`src/rtl/frac_interp_pkg.sv`:
```
// ---------------------------------------------------------------------------
// frac_interp_pkg
//   Shared definitions for the fractional-position interpolator.
//   - Default width constants for the read position and sample format.
//   - FSM state encoding used by frac_interp.
// ---------------------------------------------------------------------------
package frac_interp_pkg;

    // Integer bits of the read position; also the sample buffer address width.
    localparam int INT_WIDTH  = 11;
    // Fraction bits of the read position.
    localparam int FRAC_WIDTH = 21;
    // Signed two's-complement sample width.
    localparam int DATA_WIDTH = 16;

    // Sequencer states: two buffer reads, one compute cycle, one hand-off state.
    typedef enum logic [2:0] {
        IDLE = 3'd0,
        RD0  = 3'd1,
        RD1  = 3'd2,
        CALC = 3'd3,
        OUT  = 3'd4
    } state_e;

endpackage : frac_interp_pkg

```
`src/rtl/frac_interp_lerp_datapath.sv`:
```
// ---------------------------------------------------------------------------
// lerp_datapath
//   Purely combinational linear interpolation between two signed samples:
//     result = s0 + round((s1 - s0) * frac / 2^FRAC_WIDTH)
//   Rounding is half toward +infinity (add one half, arithmetic shift).
//   Because |frac| < 1 the result always lies between s0 and s1, so the
//   final truncation to DATA_WIDTH never loses information.
//
// Ports
//   s0      in   DATA_WIDTH   signed sample at the integer position
//   s1      in   DATA_WIDTH   signed sample at the next position
//   frac    in   FRAC_WIDTH   unsigned fraction of the read position
//   result  out  DATA_WIDTH   signed interpolated sample
// ---------------------------------------------------------------------------
module lerp_datapath #(
    parameter int DATA_WIDTH = 16,
    parameter int FRAC_WIDTH = 21
) (
    input  logic signed [DATA_WIDTH-1:0] s0,
    input  logic signed [DATA_WIDTH-1:0] s1,
    input  logic        [FRAC_WIDTH-1:0] frac,
    output logic signed [DATA_WIDTH-1:0] result
);

    // Working width: (DATA_WIDTH+1)-bit difference times a FRAC_WIDTH-bit
    // non-negative fraction, plus one guard bit for the rounding add.
    localparam int PW = DATA_WIDTH + FRAC_WIDTH + 2;

    // One half LSB of the output, expressed in product units.
    localparam logic signed [PW-1:0] HALF =
        {{(PW-FRAC_WIDTH){1'b0}}, 1'b1, {(FRAC_WIDTH-1){1'b0}}};

    logic signed [DATA_WIDTH:0] diff;
    logic signed [PW-1:0]       diff_ext;
    logic signed [PW-1:0]       frac_ext;
    logic signed [PW-1:0]       s0_ext;
    logic signed [PW-1:0]       prod;

    always_comb begin
        // One extra bit so that s1 - s0 never overflows.
        diff     = {s1[DATA_WIDTH-1], s1} - {s0[DATA_WIDTH-1], s0};
        diff_ext = {{(PW-DATA_WIDTH-1){diff[DATA_WIDTH]}}, diff};
        // Fraction is unsigned: zero-extend so it stays non-negative.
        frac_ext = {{(PW-FRAC_WIDTH){1'b0}}, frac};
        s0_ext   = {{(PW-DATA_WIDTH){s0[DATA_WIDTH-1]}}, s0};
        prod     = diff_ext * frac_ext;
        // Arithmetic shift floors, so adding HALF first rounds half up.
        result   = DATA_WIDTH'(s0_ext + ((prod + HALF) >>> FRAC_WIDTH));
    end

endmodule : lerp_datapath

```
`src/rtl/frac_interp.sv`:
```
// ---------------------------------------------------------------------------
// frac_interp
//   Evaluates a sample buffer at a fractional read position by fetching the
//   two neighbouring samples from an external synchronous-read buffer and
//   linearly interpolating between them.
//
//   Flow per position: IDLE/OUT accept -> RD0 (read s0) -> RD1 (read s1,
//   capture s0) -> CALC (capture s1, register result) -> OUT (present).
//   A new position may be accepted in OUT in the same cycle the current
//   sample is handed off, giving one sample every four cycles.
//
// Ports
//   clk           in   1                     clock, rising edge
//   reset_n       in   1                     async assert, active-low reset
//   pos_in        in   INT_WIDTH+FRAC_WIDTH  read position {integer, fraction}
//   pos_valid     in   1                     pos_in valid
//   pos_ready     out  1                     position accepted this cycle
//   mem_addr      out  INT_WIDTH             buffer read address (0 when idle)
//   mem_en        out  1                     buffer read strobe (1-cycle latency)
//   mem_data      in   DATA_WIDTH            signed buffer read data
//   sample_out    out  DATA_WIDTH            signed interpolated sample
//   sample_valid  out  1                     sample_out valid
//   sample_ready  in   1                     downstream accepts sample_out
// ---------------------------------------------------------------------------
module frac_interp #(
    parameter int INT_WIDTH  = frac_interp_pkg::INT_WIDTH,
    parameter int FRAC_WIDTH = frac_interp_pkg::FRAC_WIDTH,
    parameter int DATA_WIDTH = frac_interp_pkg::DATA_WIDTH
) (
    input  logic                            clk,
    input  logic                            reset_n,
    input  logic [INT_WIDTH+FRAC_WIDTH-1:0] pos_in,
    input  logic                            pos_valid,
    output logic                            pos_ready,
    output logic [INT_WIDTH-1:0]            mem_addr,
    output logic                            mem_en,
    input  logic signed [DATA_WIDTH-1:0]    mem_data,
    output logic signed [DATA_WIDTH-1:0]    sample_out,
    output logic                            sample_valid,
    input  logic                            sample_ready
);

    import frac_interp_pkg::*;

    localparam int PWIDTH = INT_WIDTH + FRAC_WIDTH;

    state_e                        state_q, state_d;
    logic [PWIDTH-1:0]             pos_q, pos_d;
    logic signed [DATA_WIDTH-1:0]  s0_q, s0_d;
    logic signed [DATA_WIDTH-1:0]  s1_q, s1_d;
    logic signed [DATA_WIDTH-1:0]  sample_out_q, sample_out_d;
    logic                          sample_valid_q, sample_valid_d;
    logic                          mem_en_q, mem_en_d;
    logic [INT_WIDTH-1:0]          mem_addr_q, mem_addr_d;
    // Held low through reset and set by the first clock edge afterwards, so
    // pos_ready is 0 during reset and rises on the first edge after release.
    logic                          run_q;

    logic                          accept;
    logic signed [DATA_WIDTH-1:0]  lerp_s1;
    logic signed [DATA_WIDTH-1:0]  lerp_result;

    // -----------------------------------------------------------------------
    // Datapath. s1 arrives on mem_data during CALC; outside CALC the
    // datapath sees the captured s1 register so its output depends only on
    // registered state.
    // -----------------------------------------------------------------------
    assign lerp_s1 = (state_q == CALC) ? mem_data : s1_q;

    lerp_datapath #(
        .DATA_WIDTH (DATA_WIDTH),
        .FRAC_WIDTH (FRAC_WIDTH)
    ) u_lerp (
        .s0     (s0_q),
        .s1     (lerp_s1),
        .frac   (pos_q[FRAC_WIDTH-1:0]),
        .result (lerp_result)
    );

    // -----------------------------------------------------------------------
    // Handshake
    // -----------------------------------------------------------------------
    assign pos_ready = run_q && ((state_q == IDLE) ||
                                 ((state_q == OUT) && sample_ready));
    assign accept    = pos_valid && pos_ready;

    // -----------------------------------------------------------------------
    // Next-state logic
    // -----------------------------------------------------------------------
    always_comb begin
        state_d        = state_q;
        pos_d          = pos_q;
        s0_d           = s0_q;
        s1_d           = s1_q;
        sample_out_d   = sample_out_q;

        unique case (state_q)
            IDLE: begin
                if (accept) begin
                    state_d = RD0;
                    pos_d   = pos_in;
                end
            end
            RD0: begin
                state_d = RD1;
            end
            RD1: begin
                // Data for the RD0 read is on mem_data now.
                s0_d    = mem_data;
                state_d = CALC;
            end
            CALC: begin
                s1_d         = mem_data;
                sample_out_d = lerp_result;
                state_d      = OUT;
            end
            OUT: begin
                // sample_out_q is untouched here, so it holds under back
                // pressure and the handed-off value is never overwritten
                // before CALC of the next position.
                if (sample_ready) begin
                    if (pos_valid) begin
                        state_d = RD0;
                        pos_d   = pos_in;
                    end else begin
                        state_d = IDLE;
                    end
                end
            end
            default: begin
                state_d = IDLE;
            end
        endcase

        // Outputs are registered from the next state so they line up with
        // the state they belong to.
        sample_valid_d = (state_d == OUT);
        mem_en_d       = (state_d == RD0) || (state_d == RD1);
        if (state_d == RD0) begin
            mem_addr_d = pos_d[FRAC_WIDTH +: INT_WIDTH];
        end else if (state_d == RD1) begin
            // Natural INT_WIDTH overflow gives the modulo wrap to address 0.
            mem_addr_d = pos_q[FRAC_WIDTH +: INT_WIDTH]
                       + {{(INT_WIDTH-1){1'b0}}, 1'b1};
        end else begin
            mem_addr_d = '0;
        end
    end

    // -----------------------------------------------------------------------
    // State and output registers
    // -----------------------------------------------------------------------
    always_ff @(posedge clk or negedge reset_n) begin
        if (!reset_n) begin
            state_q        <= IDLE;
            pos_q          <= '0;
            s0_q           <= '0;
            s1_q           <= '0;
            sample_out_q   <= '0;
            sample_valid_q <= 1'b0;
            mem_en_q       <= 1'b0;
            mem_addr_q     <= '0;
            run_q          <= 1'b0;
        end else begin
            state_q        <= state_d;
            pos_q          <= pos_d;
            s0_q           <= s0_d;
            s1_q           <= s1_d;
            sample_out_q   <= sample_out_d;
            sample_valid_q <= sample_valid_d;
            mem_en_q       <= mem_en_d;
            mem_addr_q     <= mem_addr_d;
            run_q          <= 1'b1;
        end
    end

    assign sample_out   = sample_out_q;
    assign sample_valid = sample_valid_q;
    assign mem_en       = mem_en_q;
    assign mem_addr     = mem_addr_q;

endmodule : frac_interp

```
`config.mk`:
```
export PLATFORM = sky130hd
export DESIGN_NAME = frac_interp
export DESIGN_NICKNAME = d
export VERILOG_FILES = /design/src/rtl/frac_interp_pkg.sv /design/src/rtl/frac_interp_lerp_datapath.sv /design/src/rtl/frac_interp.sv
export SDC_FILE = /design/constraint.sdc
export NUM_CORES = 1
export LEC_CHECK = 0
export CORE_MARGIN = 10
export CORE_UTILIZATION = 27
export CTS_CLUSTER_DIAMETER = 100
export DETAILED_ROUTE_END_ITERATION = 7
export PLACE_DENSITY = 0.52
export SYNTH_ARGS = -nofsm -noshare
export SYNTH_HDL_FRONTEND = slang
export SYNTH_SLANG_ARGS = --single-unit
```
`constraint.sdc`:
```
create_clock -name clk -period 12.04 [get_ports clk]
set_input_delay 3.612 -clock clk [delete_from_list [all_inputs] [get_ports clk]]
set_output_delay 3.612 -clock clk [all_outputs]
set_load 0.01 [all_outputs]
```
==> run summary, run 1 <==
vias in the first global route -> 13,700
Post-Syn Instances -> 1,822
final worst slack -> -0.890 ns
max_slew headroom -> 0.349
Ant. Diodes -> 0
Slew @ Worst Pin -> 0.976 ns
main flop type after synthesis -> dfrtp_1
share of cells above drive strength 1 -> 0.165
flop and latch count out of synthesis -> 97
DRT Pass-1 Iters -> 4
RePlAce Congestion -> 0.821
MaxCap Viol Count -> 0
EDFF count, synth -> 0
Hold Path Class -> reg2reg
die area -> 70,600 µm²
worst-path maximum fanout -> 3
largest net degree at the start of global routing -> 74
fin nets -> 2,517
remaining antenna violation count after routing -> 0
Core Area -> 59,400 µm²
Cell Rows -> 89
wire length on met3 -> 1440 µm
Mean Syn Cell Area -> 8.94 µm²
first-pass GRT wire length -> 74,300 µm
Place WS -> -2.01 ns
Setup crit end kind -> register
DRT met1 WL -> 20,600 µm
Storage cell area -> 2430 µm²
area of the multi-input gates -> 12,600 µm²
FFs w/ async S/R, synth -> 1.00
Die Height -> 266 µm
final setup fails -> 12
Final min period -> 12.93 ns
hold buffer count at cts -> 0
worst-skew pair later-pin latency -> 0.37 ns
Starting Density -> 0.274
Top Ports -> 82
status -> complete, but fails checks
GRT Overall Usage -> 0.132
Most Frequent Cell on Critical Path -> fa_1
slowest stage delay, CP -> 0.56 ns
violated checks -> setup timing
starting DRC count in detailed routing -> 633
worst path arrival time -> 13.23 ns
vias per inst -> 4.46
grt ovf -> 0
Clock Skew -> 0.0173 ns
clk buf depth -> 2
Startpoint Class -> input port
CTS tree -> built
met2 WL post-DR -> 22,800 µm
WL per Instance -> 16.1 µm
Area growth syn-to-layout -> 24.0%
syn_nets -> 2,312
period utilization -> 1.07
Num CTS Buffers -> 9
share of the yosys chip area belonging to registers -> 0.149
Final Hold Violating Endpoints -> 0
Slew Viols, Final -> 0
FILL cells -> 6,157
FMAX -> 77.3 MHz
RSZ-0062 raised after global routing -> yes
Post-Syn Area -> 16,300 µm²
die width -> 266 µm
DRC errors left -> 0
Port-buffer cells -> 81
Vias -> 12,500
Req. time, crit path -> 12.34 ns
HPWL after DPL -> 37,000 µm
Reg clk slew, reported paths -> 0.08 ns
CTS H-tree depth -> 3
Unique masters post-synth -> 65
Clock Tree Root -> clkbuf_16
Clock Sinks -> 97
initial antenna violation count -> 1
Yosys warnings -> 0
DRT Wirelength -> 45,200 µm
top sig layer -> met4
WS Path Type -> in2reg
Worst path slowest cell -> fa_1
## worst max-delay path, delay by kind of cell
kind / cells / cell delay, ns
simple gates: 6 / 1.20
compound gates: 17 / 3.13
fa+ha+maj: 9 / 3.87
buf+inv: 7 / 0.84
xor+xnor: 2 / 0.29
mux: 1 / 0.29
## path summary, 6_finish.rpt
check / from / endpoint / slack (ns) / cells past startpoint
worst min-delay path: sample_out[4] / sample_out[4] / 0.49 / 2
worst max register to register: state_q[0] / sample_out[15] / 1.24 / 41
max in group asynchronous: reset_n / pos_q[8] / 7.60 / 2
worst max-delay path: mem_data[2] / sample_out[15] / -0.89 / 42
worst min register to register: sample_out[4] / sample_out[4] / 0.49 / 2
min in group asynchronous: reset_n / sample_out[7] / 3.14 / 1
## synth_stat cells, types with 3 or more instances
| library cell | number | share of area |
|---|---|---|
| a31oi_1 | 5 | 0.0019 |
| o21ai_1 | 5 | 0.0015 |
| a211oi_1 | 3 | 0.0014 |
| o31ai_1 | 5 | 0.0023 |
| a31o_2 | 4 | 0.0022 |
| mux2_2 | 19 | 0.013 |
| nor3_1 | 12 | 0.0037 |
| inv_1 | 389 | 0.090 |
| or2_2 | 4 | 0.0015 |
| xor2_1 | 16 | 0.0086 |
| dfrtp_1 | 97 | 0.15 |
| a21oi_1 | 28 | 0.0086 |
| nand4_1 | 3 | 0.0012 |
| nand2_1 | 343 | 0.079 |
| fa_1 | 285 | 0.35 |
| o21a_1 | 10 | 0.0046 |
| a21o_1 | 13 | 0.0060 |
| nand3_1 | 15 | 0.0046 |
| clkbuf_1 | 84 | 0.019 |
| o21ai_0 | 52 | 0.016 |
| nor2_1 | 33 | 0.0076 |
| nand2b_1 | 18 | 0.0069 |
| and3_1 | 6 | 0.0023 |
| and2_1 | 112 | 0.043 |
| xnor2_1 | 34 | 0.018 |
| ha_1 | 153 | 0.12 |
| o21bai_1 | 4 | 0.0018 |
| or3_1 | 4 | 0.0015 |
| nor2b_1 | 21 | 0.0081 |
## final cells by class
class | instances | share of cell area
well taps | 773 | 0.0479
clock buffers | 10 | 0.0118
repair buffers | 279 | 0.119
multi-input cells | 1251 | 0.626
flip-flops and latches | 97 | 0.120
inverters | 389 | 0.0723
clock inverters | 5 | 0.00334
## through the flow
| stage | utilization | instances | hold WS, ns | TNS [ns] | cell area [µm²] |
|---|---|---|---|---|---|
| 3_3_place_gp | 0.322 | 2756 | 0.470 | -18.09 | 19100 |
| 5_1_grt | 0.340 | 2804 | 0.517 | -10.96 | 20200 |
| 3_5_place_dp | 0.322 | 2756 | 0.473 | -20.49 | 19100 |
| 4_1_cts | 0.337 | 2797 | 0.491 | -5.93 | 20000 |
| 6_report | 0.340 | 2804 | 0.486 | -7.05 | 20200 |
| 2_1_floorplan | - | 1822 | 0.456 | -1.87 | 16400 |
## placed cells by master (no fill, tap or decap), types with 24 or more instances in the layout
cell               n
inv_1            384
nand2_1          339
dfrtp_1           97
and2_1           107
xnor2_1           24
o21ai_0           45
ha_1             143
nor2_1            30
clkdlybuf4s50_1   73
buf_4            181
fa_1             281
## timing repair
action	4_1_cts	5_1_grt
setup endpoints to repair	15	14
resized for setup	81	38
setup buffers	28	8
endpoints found under the hold margin	0	0
pin swaps	66	56
## state kept, by name (all words and copies together) (netlist names)
register	cells
mem_addr	11
s0_q	16
sample_valid	1
mem_en	1
state_q	3
s1_q	16
run_q	1
sample_out	16
pos_q	32
## routing by layer
layer  GRT usage  vias up
li1            -     5870
met1       0.174     6420
met2       0.232      180
met3      0.0153       24
met4      0.0185        0
met5           0        -
## logic make-up (layout without fill, tap and decap cells)
| family | Yosys count | count (layout) | synth area share |
|---|---|---|---|
| compound gates | 153 | 153 | 0.0627 |
| xor+xnor | 51 | 51 | 0.0283 |
| fa+ha+maj | 438 | 438 | 0.468 |
| buf+inv | 474 | 683 | 0.109 |
| flops | 97 | 97 | 0.149 |
| mux | 21 | 21 | 0.0144 |
| other cells | 1 | 1 | 0.000230 |
| simple gates | 587 | 587 | 0.168 |
Power of run 1 is not shown: default switching activity piles up to over one toggle a cycle in this logic, so the estimate is an artifact.
==> run 2: changes to the inputs <==
ABC_CLOCK_PERIOD_IN_PS = 12040   (was not set)
==> results of run 2 <==
The final DEF is identical to that of run 1; final timing and power are the same.
Power of run 2 is left out for the same reason.
==> run 3: changes to the inputs <==
CORE_MARGIN = 5   (was 10)
==> run 3 against run 2 <==
Cell count grew 1.1%. Register-to-register slack gained 0.34 ns. Flip-flop and latch count unchanged. Via count grew 0.58%. The flow still finishes with violations (setup timing). Critical path depth fell by 2. Maximum frequency grew 1.5%. Critical endpoint unchanged.
==> run summary, run 3 (synthesis gave the netlist of run 1 again) <==
status -> complete, but fails checks
violated checks -> setup timing
Slew @ Worst Pin -> 0.992 ns
worst-path maximum fanout -> 4
Worst path depth -> 40
remaining antenna violation count after routing -> 0
die width -> 256 µm
largest register by flop count -> pos_q
Critical Path Source -> mem_data[3]
Req. time, crit path -> 12.34 ns
Clock Tree Root -> clkbuf_16
worst hold stages -> 2
Most Frequent Cell on Critical Path -> fa_1
Hold Path Class -> reg2reg
Cell Rows -> 90
CTS tree -> built
FMAX -> 78.5 MHz
worst path arrival time -> 13.04 ns
Top Ports -> 82
R2R Setup Slk -> 1.58 ns
HP Start -> sample_out[6]
Port-buffer cells -> 81
CTS H-tree depth -> 3
fin nets -> 2,535
vias per inst -> 4.43
Die Height -> 256 µm
family with the most delay on the worst path -> adder cells
Critical path buffers and inverters -> 6
worst-skew pair later-pin latency -> 0.38 ns
grt ovf -> 0
vias in the first global route -> 14,200
max FFs per register -> 32
r2r endpoint -> sample_out[15]
Slew Viols, Final -> 0
Reg clk slew, reported paths -> 0.08 ns
Core Area -> 60,000 µm²
final setup fails -> 10
Clock Sinks -> 97
final worst slack -> -0.698 ns
WS Path Type -> in2reg
Starting Density -> 0.271
max_slew headroom -> 0.339
Num CTS Buffers -> 9
area of the multi-input gates -> 12,600 µm²
GRT Overall Usage -> 0.140
Setup crit end kind -> register
Final Hold Violating Endpoints -> 0
DRT Pass-1 Iters -> 5
Startpoint Class -> input port
HPWL after DPL -> 36,500 µm
Worst path slowest cell -> fa_1
RePlAce Congestion -> 0.890
WL per Instance -> 15.7 µm
most frequent cells in the layout -> inv_1 (381), nand2_1 (338), fa_1 (280), buf_4 (204), ha_1 (142)
starting DRC count in detailed routing -> 530
DRT Wirelength -> 44,500 µm
period utilization -> 1.06
DRC errors left -> 0
Vias -> 12,600
Clock Skew -> 0.0219 ns
commonest non-fill, non-tap cell in the layout -> inv_1
R2R depth -> 41
MaxCap Viol Count -> 0
largest net degree at the start of global routing -> 63
Endpoint, Worst Hold -> sample_out[6]
initial antenna violation count -> 0
FF-to-FF Start -> state_q[2]
first-pass GRT wire length -> 74,500 µm
Area growth syn-to-layout -> 24.7%
Sum Neg Setup Slack -> -3.47 ns
FILL cells -> 6,209
RSZ-0062 raised after global routing -> yes
Final min period -> 12.74 ns
clk buf depth -> 2
slowest stage delay, CP -> 0.59 ns
die area -> 65,400 µm²
share of cells above drive strength 1 -> 0.175
Storage cell area -> 2430 µm²
-- run 3: how the worst max path moves through the flow --
stage,end,slack (ns)
2_1_floorplan,sample_out[15],-0.59
3_3_place_gp,sample_out[15],-1.57
3_5_place_dp,sample_out[15],-1.83
4_1_cts,sample_out[15],-0.88
5_1_grt,sample_out[15],-1.17
6_report,sample_out[15],-0.70
-- run 3: layer usage --
metal  track usage  up-vias  wire length [µm]
li1              -     5917                 -
met4        0.0364        0              1130
met2         0.247      201             22200
met3        0.0151       60              1350
met5             0        -                 0
met1         0.185     6388             19800
-- run 3: worst min-delay path, delay by kind of cell, from the launching register on --
kind / cells / cell delay (ns)
AO/OA/AOI/OAI: 1 / 0.06
AND/OR/NAND/NOR: 1 / 0.05
flip-flops: 1 / 0.35
-- run 3: layout make-up --
class,instances,area share
timing repair buffer,297,0.123
tap,782,0.0482
sequential,97,0.119
clock inverter,7,0.00450
antenna,2,0.000246
multi-input combinational,1251,0.621
clock buffer,9,0.0111
inverter,389,0.0719
-- run 3: what timing repair did --
item                       4_1_cts  5_1_grt
gates resized for setup         80       41
setup buffers                   25       10
setup endpoints to repair       15       15
pin swaps                       86       48
hold buffers                     0        0
-- run 3: stage by stage --
step | instance area, µm² | hold slack [ns] | setup WS (ns) | utilization | instances
2_1_floorplan | 16400 | 0.456 | -0.587 | - | 1822
3_3_place_gp | 19300 | 0.463 | -1.57 | 0.322 | 2785
3_5_place_dp | 19300 | 0.470 | -1.83 | 0.322 | 2785
4_1_cts | 20100 | 0.494 | -0.879 | 0.335 | 2824
5_1_grt | 20300 | 0.511 | -1.17 | 0.338 | 2832
6_report | 20300 | 0.490 | -0.698 | 0.338 | 2834
Power of run 3 is left out for the same reason.
